--- src/rtl/hsv_frame_streamer.sv ---
// hsv_frame_streamer: raster-scan source of packed {H,S,V} pixels.
// Reads frame memory one word per cycle, buffers returns in a small FIFO and
// emits one pixel per strobe with x/y/linear address.
// Build option: define TEST_PATTERN_EN to replace memory reads with an
// internal pattern (H=x[9:2], S=8'hFF, V=y[8:1]); mem_re then stays 0.
module hsv_frame_streamer #(
  parameter int H_ACTIVE   = 640,
  parameter int V_ACTIVE   = 480,
  parameter int MEM_LAT    = 2,
  parameter int FIFO_DEPTH = 4
) (
  input  logic        clk,
  input  logic        reset_n,
  input  logic        start,
  input  logic        hold,
  output logic        busy,
  output logic        mem_re,
  output logic [18:0] mem_addr,
  input  logic [23:0] mem_data,
  output logic        ntsc_we,
  output logic [18:0] ntsc_address,
  output logic [10:0] x,
  output logic [9:0]  y,
  output logic [7:0]  H,
  output logic [7:0]  S,
  output logic [7:0]  V,
  output logic        frame_done
);

  localparam int PW = (FIFO_DEPTH > 1) ? $clog2(FIFO_DEPTH) : 1;
  localparam int CW = PW + 1;
  localparam logic [18:0] LAST_ADDR = 19'(H_ACTIVE * V_ACTIVE - 1);
  localparam logic [10:0] LAST_X    = 11'(H_ACTIVE - 1);

  typedef enum logic [1:0] {
    IDLE  = 2'd0,
    RUN   = 2'd1,
    DRAIN = 2'd2,
    DONE  = 2'd3
  } state_e;

  state_e       state_q, state_d;
  logic [18:0]  req_addr_q, req_addr_d;
  logic [23:0]  fifo_mem_q [FIFO_DEPTH];
  logic [23:0]  fifo_mem_d [FIFO_DEPTH];
  logic [PW-1:0] wr_ptr_q, wr_ptr_d, rd_ptr_q, rd_ptr_d;
  logic [CW-1:0] fifo_cnt_q, fifo_cnt_d;
  logic [10:0]  ex_q, ex_d;
  logic [9:0]   ey_q, ey_d;
  logic [18:0]  ea_q, ea_d;
  logic         ntsc_we_q, ntsc_we_d;
  logic [18:0]  ntsc_address_q, ntsc_address_d;
  logic [10:0]  x_q, x_d;
  logic [9:0]   y_q, y_d;
  logic [7:0]   h_q, h_d, s_q, s_d, v_q, v_d;

  logic         start_ok_s;
  logic         issue_s;
  logic         mem_re_s;
  logic         push_s;
  logic [23:0]  push_data_s;
  logic         pop_s;

  assign start_ok_s = (state_q == IDLE) && start;

`ifdef TEST_PATTERN_EN
  logic [10:0] rx_q, rx_d;
  logic [9:0]  ry_q, ry_d;

  // Pattern generator: one pixel per cycle whenever the FIFO has a free slot
  always_comb begin
    mem_re_s    = 1'b0;
    issue_s     = (state_q == RUN) && (fifo_cnt_q < CW'(FIFO_DEPTH));
    push_s      = issue_s;
    push_data_s = {rx_q[9:2], 8'hFF, ry_q[8:1]};
    rx_d        = rx_q;
    ry_d        = ry_q;
    if (start_ok_s) begin
      rx_d = 11'd0;
      ry_d = 10'd0;
    end else if (issue_s) begin
      if (rx_q == LAST_X) begin
        rx_d = 11'd0;
        ry_d = ry_q + 10'd1;
      end else begin
        rx_d = rx_q + 11'd1;
      end
    end else begin
      rx_d = rx_q;
    end
  end

  // Pattern raster position registers
  always_ff @(posedge clk or negedge reset_n) begin
    if (!reset_n) begin
      rx_q <= 11'd0;
      ry_q <= 10'd0;
    end else begin
      rx_q <= rx_d;
      ry_q <= ry_d;
    end
  end
`else
  logic [MEM_LAT-1:0] vld_sr_q, vld_sr_d;
  int unsigned        in_flight_s;

  // Credit-based read issue and return tagging; returns land exactly MEM_LAT later
  always_comb begin
    in_flight_s = 0;
    for (int i = 0; i < MEM_LAT; i++) begin
      in_flight_s = in_flight_s + 32'(vld_sr_q[i]);
    end
    mem_re_s    = (state_q == RUN) &&
                  ((32'(fifo_cnt_q) + in_flight_s) < 32'(FIFO_DEPTH));
    issue_s     = mem_re_s;
    push_s      = vld_sr_q[MEM_LAT-1];
    push_data_s = mem_data;
    vld_sr_d    = '0;
    vld_sr_d[0] = mem_re_s;
    for (int i = 1; i < MEM_LAT; i++) begin
      vld_sr_d[i] = vld_sr_q[i-1];
    end
  end

  // In-flight read tag shift register; cleared by reset so stale returns are dropped
  always_ff @(posedge clk or negedge reset_n) begin
    if (!reset_n) begin
      vld_sr_q <= '0;
    end else begin
      vld_sr_q <= vld_sr_d;
    end
  end
`endif

  // Frame FSM and request address counter
  always_comb begin
    state_d    = state_q;
    req_addr_d = req_addr_q;
    case (state_q)
      IDLE: begin
        if (start) begin
          state_d    = RUN;
          req_addr_d = 19'd0;
        end else begin
          state_d = IDLE;
        end
      end
      RUN: begin
        if (issue_s) begin
          req_addr_d = req_addr_q + 19'd1;
          if (req_addr_q == LAST_ADDR) begin
            state_d = DRAIN;
          end else begin
            state_d = RUN;
          end
        end else begin
          state_d = RUN;
        end
      end
      DRAIN: begin
        if (ntsc_we_q && (ntsc_address_q == LAST_ADDR)) begin
          state_d = DONE;
        end else begin
          state_d = DRAIN;
        end
      end
      DONE:    state_d = IDLE;
      default: state_d = IDLE;
    endcase
  end

  // Return FIFO bookkeeping, emit counters and next registered pixel outputs
  always_comb begin
    fifo_mem_d     = fifo_mem_q;
    wr_ptr_d       = wr_ptr_q;
    rd_ptr_d       = rd_ptr_q;
    fifo_cnt_d     = fifo_cnt_q;
    ex_d           = ex_q;
    ey_d           = ey_q;
    ea_d           = ea_q;
    ntsc_address_d = ntsc_address_q;
    x_d            = x_q;
    y_d            = y_q;
    h_d            = h_q;
    s_d            = s_q;
    v_d            = v_q;
    pop_s          = (fifo_cnt_q != '0) && !hold;
    ntsc_we_d      = pop_s;

    if (push_s) begin
      fifo_mem_d[wr_ptr_q] = push_data_s;
      wr_ptr_d             = wr_ptr_q + PW'(1);
    end else begin
      wr_ptr_d = wr_ptr_q;
    end

    if (pop_s) begin
      rd_ptr_d = rd_ptr_q + PW'(1);
    end else begin
      rd_ptr_d = rd_ptr_q;
    end

    case ({push_s, pop_s})
      2'b10:   fifo_cnt_d = fifo_cnt_q + CW'(1);
      2'b01:   fifo_cnt_d = fifo_cnt_q - CW'(1);
      default: fifo_cnt_d = fifo_cnt_q;
    endcase

    if (start_ok_s) begin
      ex_d = 11'd0;
      ey_d = 10'd0;
      ea_d = 19'd0;
    end else if (pop_s) begin
      x_d            = ex_q;
      y_d            = ey_q;
      ntsc_address_d = ea_q;
      {h_d, s_d, v_d} = fifo_mem_q[rd_ptr_q];
      ea_d           = ea_q + 19'd1;
      if (ex_q == LAST_X) begin
        ex_d = 11'd0;
        ey_d = ey_q + 10'd1;
      end else begin
        ex_d = ex_q + 11'd1;
      end
    end else begin
      ea_d = ea_q;
    end
  end

  // Core state: FSM, request counter, FIFO, emit counters, registered outputs
  always_ff @(posedge clk or negedge reset_n) begin
    if (!reset_n) begin
      state_q        <= IDLE;
      req_addr_q     <= 19'd0;
      wr_ptr_q       <= '0;
      rd_ptr_q       <= '0;
      fifo_cnt_q     <= '0;
      for (int i = 0; i < FIFO_DEPTH; i++) begin
        fifo_mem_q[i] <= 24'd0;
      end
      ex_q           <= 11'd0;
      ey_q           <= 10'd0;
      ea_q           <= 19'd0;
      ntsc_we_q      <= 1'b0;
      ntsc_address_q <= 19'd0;
      x_q            <= 11'd0;
      y_q            <= 10'd0;
      h_q            <= 8'd0;
      s_q            <= 8'd0;
      v_q            <= 8'd0;
    end else begin
      state_q        <= state_d;
      req_addr_q     <= req_addr_d;
      wr_ptr_q       <= wr_ptr_d;
      rd_ptr_q       <= rd_ptr_d;
      fifo_cnt_q     <= fifo_cnt_d;
      fifo_mem_q     <= fifo_mem_d;
      ex_q           <= ex_d;
      ey_q           <= ey_d;
      ea_q           <= ea_d;
      ntsc_we_q      <= ntsc_we_d;
      ntsc_address_q <= ntsc_address_d;
      x_q            <= x_d;
      y_q            <= y_d;
      h_q            <= h_d;
      s_q            <= s_d;
      v_q            <= v_d;
    end
  end

  assign busy         = (state_q != IDLE);
  assign frame_done   = (state_q == DONE);
  assign mem_re       = mem_re_s;
  assign mem_addr     = req_addr_q;
  assign ntsc_we      = ntsc_we_q;
  assign ntsc_address = ntsc_address_q;
  assign x            = x_q;
  assign y            = y_q;
  assign H            = h_q;
  assign S            = s_q;
  assign V            = v_q;

endmodule

--- config.mk ---
export PLATFORM = sky130hd
export DESIGN_NAME = hsv_frame_streamer
export DESIGN_NICKNAME = d
export VERILOG_FILES = /design/src/rtl/hsv_frame_streamer.sv
export SDC_FILE = /design/constraint.sdc
export NUM_CORES = 1
export LEC_CHECK = 0
export ABC_AREA = 1
export BUFFER_PORTS_ARGS = -buffer_cell sky130_fd_sc_hd__buf_4
export CAP_MARGIN = 20
export CORE_AREA = 8 8 219 179
export CTS_CLUSTER_DIAMETER = 200
export DETAILED_ROUTE_END_ITERATION = 7
export DIE_AREA = 0 0 227 187
export HOLD_SLACK_MARGIN = 0.03
export SYNTH_ARGS = -nofsm -noshare
export SYNTH_HDL_FRONTEND = slang
export SYNTH_SLANG_ARGS = --single-unit
--- constraint.sdc ---
create_clock -name clk -period 1.9 [get_ports clk]
set_input_delay 0.095 -clock clk [delete_from_list [all_inputs] [get_ports clk]]
set_output_delay 0.095 -clock clk [all_outputs]
set_load 0.01 [all_outputs]
==> results.tsv, run 1 <==
metric	value	unit
crit path cell chain	inv_2 > nand3_2 > nand2_4 > inv_1 > ha_1 > inv_1 > fa_2 > a21oi_2 > o21ai_1 > xor2_1	
Die X	227	um
total power	20.4	mW
Row Count	62	
met3 GRT Util	0.0219	
GR peak layer	met2	
max-cap violation count	0	
Clk pwr share	0.244	
share of layout cells above drive strength 1	0.151	
met2 GRT Util	0.202	
Power Internal	12.9	mW
Area growth, synth to finish	26.3	%
CP bufs+invs	3	
CTS tree	built	
Starting DRT DRC Count	595	
count of cell types in the netlist	35	
Die H	187	um
Hold Slack	0.0953	ns
Setup WS post-layout	0.137	ns
FF+latch count, synth	231	
Final Cycle Share	0.928	
CP arrival	2.16	ns
Post-DP Area	0.0121	mm^2
Mapped Area	0.0106	mm^2
number of synthesized flops with an enable pin	0	
Power Density	1530	mW/mm^2
die area	0.0424	mm^2
hold crit path type	in2async	
vias in the first global route	8809	
CP max FO	3	
clk sink count	231	
number of H-tree levels	1	
met1 global-route usage	0.201	
ANT cells	0	
worst-skew pair later-pin latency	0.53	ns
Net Switching	7.53	mW
via count	8959	
Synth async-reset ratio	1.00	
GP Congestion	0.892	
Setup TNS Final	0	ns
Core Region	0.0355	mm^2
CP max stage cell	dfrtp_1	
Top delay family on crit path	adder cells	
total nets after synthesis	1317	
GRT overflow	0	
residual DRC count	0	
number of fill cells in the layout	3733	
post-detailed-route count of antenna-violating nets	0	
final instance count without filler cells	1923	
Worst-path clk slew	0.06	ns
combinational power share	0.362	
first-pass GRT wire length	47500	um
critical path class	reg2reg	
drt total wl	28600	um
Synth Instances	1278	
relative slew slack	0.650	
IO Pins	115	
Clock Tree Buf Depth	3	
IO Port Bufs	114	
worst vdd ir	732	uV
min Tclk post-route	1.76	ns
Placed Cells	1847	
Seq/Total Area, Yosys	0.547	
final hold vios	0	
Net Sw Frac	0.368	
YS warnings	0	
most used cell, CP	inv_1	
number of nets in the layout	1465	
largest stage delay on the critical path	0.40	ns
1st-pass router iterations	5	
register share of total power	0.394	
status	complete, no violations	
total clock buffers created by CTS	26	
post-DP HPWL	19200	um
fin util	0.376	
initial antenna violation count	0	
post-DR wirelength/cell	14.9	um
total global routing track utilization	0.135	
Vias/cell	4.66	
pre-CTS WS	0.0904	ns
largest net degree at the start of global routing	75	
starting density of the core	0.298	
Worst setup SP type	flip-flop	
Mean Syn Cell Area	8.27	um^2
ys flop type	dfrtp_1	
sequential cell area	0.00578	mm^2
final setup vio count	0	
Worst EP required	2.30	ns
skew final	0.0197	ns
Max Clk Rate	0.567	GHz
leakage power	6.49	nW
final instance area	0.0133	mm^2
multi-input logic area	0.00411	mm^2
fin. max-slew vios	0	
measured slew at the worst slew-check pin	0.524	ns
clk root buf	clkbuf_16	
Crit. End Element	flip-flop	
==> placed cells by master (no fill, tap or decap), types with 2 or more instances in the layout <==
master	n
o21ai_1	15
ha_1	10
nand2_4	2
nand3_1	37
dfrtp_1	229
nand2_1	375
clkbuf_1	7
clkbuf_8	9
a21oi_2	2
clkbuf_16	27
o32ai_1	24
xnor2_1	3
nor3_1	22
nand4_1	22
nand2_2	6
buf_12	12
a21oi_1	12
nor2_1	148
dlygate4sd3_1	27
xor2_1	17
dfrtp_2	2
inv_2	9
buf_4	137
o21ai_0	171
inv_1	100
==> synthesized netlist by cell type (3+ instances only) <==
master | number | area [um^2]
a21oi_1 | 13 | 65.1
buf_1 | 5 | 18.8
buf_2 | 17 | 85.1
buf_4 | 4 | 30.0
buf_6 | 6 | 67.6
clkbuf_1 | 27 | 101
dfrtp_1 | 231 | 5780
ha_1 | 10 | 125
inv_1 | 103 | 387
inv_2 | 6 | 22.5
nand2_1 | 381 | 1430
nand3_1 | 38 | 190
nand4_1 | 22 | 138
nor2_1 | 148 | 556
nor3_1 | 22 | 110
o21ai_0 | 173 | 866
o21ai_1 | 13 | 65.1
o32ai_1 | 24 | 210
xnor2_1 | 3 | 26.3
xor2_1 | 17 | 149
==> cell families (layout without fill, tap and decap cells) <==
group	Yosys count	after routing	share of synthesized area
adder cells (fa/ha/maj)	11	11	0.0137
flip-flops	231	231	0.547
multiplexers	1	1	0.000947
AO/OA/AOI/OAI	229	229	0.119
XOR/XNOR	20	20	0.0166
buffers and inverters	168	333	0.0674
AND/OR/NAND/NOR	618	618	0.236
==> worst register-to-register path, stage by stage, from the launching register on <==
cell and delay, ns:
dfrtp_1 0.40, inv_2 0.07, nand3_2 0.10, nand2_4 0.05
inv_1 0.08, ha_1 0.16, inv_1 0.08, fa_2 0.36
a21oi_2 0.12, o21ai_1 0.08, xor2_1 0.14
==> registers in the layout, summed over array words and instances, names as in the netlist, 2 cells and up, named ones only <==
signal        flops
rd_ptr_q          2
fifo_mem_q       96
fifo_cnt_q        3
ey_q             10
S                 8
x                11
V                 8
ex_q             11
H                 8
ea_q             19
mem_addr         19
ntsc_address     19
vld_sr_q          2
wr_ptr_q          2
y                10
==> layer usage <==
metal,share of wire,wire length [um]
met1,0.50,14300
met2,0.43,12400
met3,0.049,1400
met4,0.019,546
met5,0,0
==> layout make-up <==
class | count | share of cell area
Inverter | 109 | 0.0307
Clock inverter | 3 | 0.00412
Tap cell | 480 | 0.0450
Timing Repair Buffer | 179 | 0.119
Clock buffer | 42 | 0.0600
Multi-Input combinational cell | 879 | 0.308
Sequential cell | 231 | 0.433
==> worst paths after layout <==
| path | startpoint | cells past startpoint | slack [ns] | endpoint |
|---|---|---|---|---|
| worst max-delay path | fifo_cnt_q[0] | 10 | 0.14 | fifo_cnt_q[2] |
| worst min-delay path | reset_n | 2 | 0.1 | x[5] |
| worst max register to register | fifo_cnt_q[0] | 10 | 0.14 | fifo_cnt_q[2] |
| worst min register to register | vld_sr_q[0] | 0 | 0.39 | vld_sr_q[1] |
| max in group asynchronous | reset_n | 3 | 1.08 | fifo_mem_q[31] |
| min in group clk | vld_sr_q[0] | 0 | 0.39 | vld_sr_q[1] |
==> power groups by stage <==
stage / clock (mW) / combinational, mW / sequential (mW)
finish: 4.99 / 7.40 / 8.06
global route: 5.41 / 8.46 / 8.33
CTS: 5.18 / 7.37 / 8.06
detailed placement: 0 / 7.24 / 8.11
global placement: 0 / 7.09 / 8.06
floorplan: 0 / 4.27 / 8.04
==> timing repair <==
| item | in CTS | in global routing |
|---|---|---|
| buffers inserted | 2 | 2 |
| hold endpoints to repair | 329 | 0 |
| setup endpoints to repair | 1 | 7 |
| hold buffers | 27 | 0 |
| pin swaps | 1 | 2 |
| gates resized for setup | 4 | 7 |
| cloned | 0 | 1 |
Note: power is estimated with default switching activity, not from simulation.
==> run 2: changes to the inputs <==
--- a/config.mk
+++ b/config.mk
@@ -6,13 +6,13 @@
 export NUM_CORES = 1
 export LEC_CHECK = 0
 export ABC_AREA = 1
-export BUFFER_PORTS_ARGS = -buffer_cell sky130_fd_sc_hd__buf_4
-export CAP_MARGIN = 20
 export CORE_AREA = 8 8 219 179
 export CTS_CLUSTER_DIAMETER = 200
 export DETAILED_ROUTE_END_ITERATION = 7
 export DIE_AREA = 0 0 227 187
+export DONT_BUFFER_PORTS = 1
 export HOLD_SLACK_MARGIN = 0.03
+export SLEW_MARGIN = 25
 export SYNTH_ARGS = -nofsm -noshare
 export SYNTH_HDL_FRONTEND = slang
 export SYNTH_SLANG_ARGS = --single-unit
==> results.tsv, run 2 (synthesis results as in run 1) <==
metric	value	unit	change
CTS tree	built		
Die X	227	um	unchanged
CP arrival	1.75	ns	-0.41 ns
critical path class	reg2out		
max-cap violation count	0		unchanged
Area growth, synth to finish	18.8	%	
Post-DP Area	0.0112	mm^2	-7.5%
Worst setup SP type	flip-flop		
via count	8525		-4.8%
Vias/cell	4.70		+0.87%
GP Congestion	0.844		-5.3%
Row Count	62		unchanged
number of flip-flops in the largest register	96		unchanged
IO Port Bufs	0		-100%
total global routing track utilization	0.132		-0.00282
Max Clk Rate	0.543	GHz	-4.2%
final hold vios	231		+231
number of H-tree levels	1		unchanged
final setup vio count	0		unchanged
vias in the first global route	8443		-4.2%
first-pass GRT wire length	46000	um	-3.3%
GRT overflow	0		unchanged
share of layout cells above drive strength 1	0.0832		-0.0679
initial antenna violation count	0		unchanged
die area	0.0424	mm^2	unchanged
number of nets in the layout	1353		-7.6%
crit path cell chain	buf_6 > ha_4 > nand2_2 > nand2_2 > nand2_2 > nand2_2 > inv_2 > buf_6		
most used cell, CP	nand2_2		
CP max FO	2		-1
largest stage delay on the critical path	0.39	ns	about the same
post-detailed-route count of antenna-violating nets	0		unchanged
residual DRC count	0		unchanged
largest net degree at the start of global routing	232		+210%
clk root buf	clkbuf_16		
total power	20.0	mW	-2.0%
most frequent cells in the layout	372 x nand2_1, 229 x dfrtp_1, 172 x o21ai_0		
Crit. End Element	output pin		
relative slew slack	0.718		+0.0673
clk sink count	231		unchanged
total clock buffers created by CTS	27		+3.8%
post-DR wirelength/cell	15.5	um	+4.1%
commonest non-fill, non-tap cell in the layout	nand2_1		
worst vdd ir	677	uV	-7.4%
Worst Setup SP	fifo_cnt_q[0]		
leakage power	5.96	nW	-8.3%
Worst-path clk slew	0.06	ns	about the same
min Tclk post-route	1.84	ns	+0.0779 ns
starting density of the core	0.298		unchanged
ANT cells	0		unchanged
status	finished with violations		
Clock Tree Buf Depth	3		unchanged
Worst EP required	1.80	ns	-0.50 ns
skew final	0.00830	ns	-0.0114 ns
Post-CTS Hold Buffers	26		-3.7%
Final Cycle Share	0.969		+0.0410
IO Pins	115		unchanged
Power Density	1590	mW/mm^2	+4.2%
Core Region	0.0355	mm^2	unchanged
RSZ-0062 raised after global routing	true		
Hold Slack	-0.759	ns	-0.854 ns
post-DP HPWL	17900	um	-7.2%
drt total wl	28100	um	-1.8%
Starting DRT DRC Count	577		-3.0%
measured slew at the worst slew-check pin	0.420	ns	-0.104 ns
Largest Register	fifo_mem_q		
worst-skew pair later-pin latency	0.55	ns	+0.02 ns
hold crit path type	in2async		
CP max stage cell	dfrtp_1		
reg2reg start	fifo_cnt_q[1]		
Die H	187	um	unchanged
final instance area	0.0126	mm^2	-5.9%
failing checks	hold timing		
1st-pass router iterations	5		unchanged
fin. max-slew vios	0		unchanged
[run 2: cell types whose count changed in the layout (fill, tap and decap cells not counted), moves of 3 or more]
cell | previous run | this run
clkbuf_8 | 9 | 6
buf_12 | 12 | 9
nand2_1 | 375 | 372
nand2_2 | 6 | 9
buf_4 | 137 | 27
clkinv_2 | 0 | 3
[run 2: final cells by class]
cell class	count	area [um^2]
Fill cell	3742	23000
Timing Repair Buffer	66	716
Multi-Input combinational cell	879	4120
Clock inverter	8	134
Sequential cell	231	5780
Tap cell	480	601
Inverter	109	409
Clock buffer	41	788
[run 2: metal layers]
layer	up-vias	wire (um)	global-route usage
met3	36	1920	0.0353
met1	4080	13400	0.181
met5	-	0	0
met4	0	619	0.0343
li1	4203	-	-
met2	206	12200	0.203
[run 2: final timing paths]
check / end / slack [ns] / cells after the start
worst max-delay path: mem_re / 0.06 / 8
worst min-delay path: x[1] / -0.76 / 0
worst max register to register: fifo_cnt_q[2] / 0.11 / 10
worst min register to register: vld_sr_q[1] / 0.46 / 0
max in group asynchronous: rd_ptr_q[0] / 2.29 / 0
min in group clk: fifo_mem_q[53] / 0.32 / 3
[run 2: what timing repair did]
item,4_1_cts,5_1_grt
endpoints found under the hold margin,337,231
endpoints found under the setup margin,1,14
pin swaps,0,3
gates cloned,0,2
setup buffers,2,4
resized for setup,4,9
[run 2: per-stage QoR]
stage,cells,util,worst slack (ns),hold slack (ns),TNS (ns)
final,1814,0.353,0.0595,-0.759,0
after global routing,1814,0.353,-0.0393,-0.795,-0.0743
after CTS,1808,0.350,0.00858,-0.800,0
after detailed placement,1731,0.316,0.0941,-0.194,0
after global placement,1731,0.316,0.101,-0.194,0
after floorplan,1278,-,0.0713,-0.201,0
[run 2: critical path, delay by kind of cell (launching register included)]
kind | cells | cell delay [ns]
flip-flops | 1 | 0.39
buffers and inverters | 3 | 0.30
AND/OR/NAND/NOR | 4 | 0.27
adder cells (fa/ha/maj) | 1 | 0.25
[run 2: power breakdown]
part	internal [mW]	total, mW	switching [mW]
registers	6.80	8.44	1.64
logic	2.53	6.22	3.69
clock network	3.27	5.37	2.09
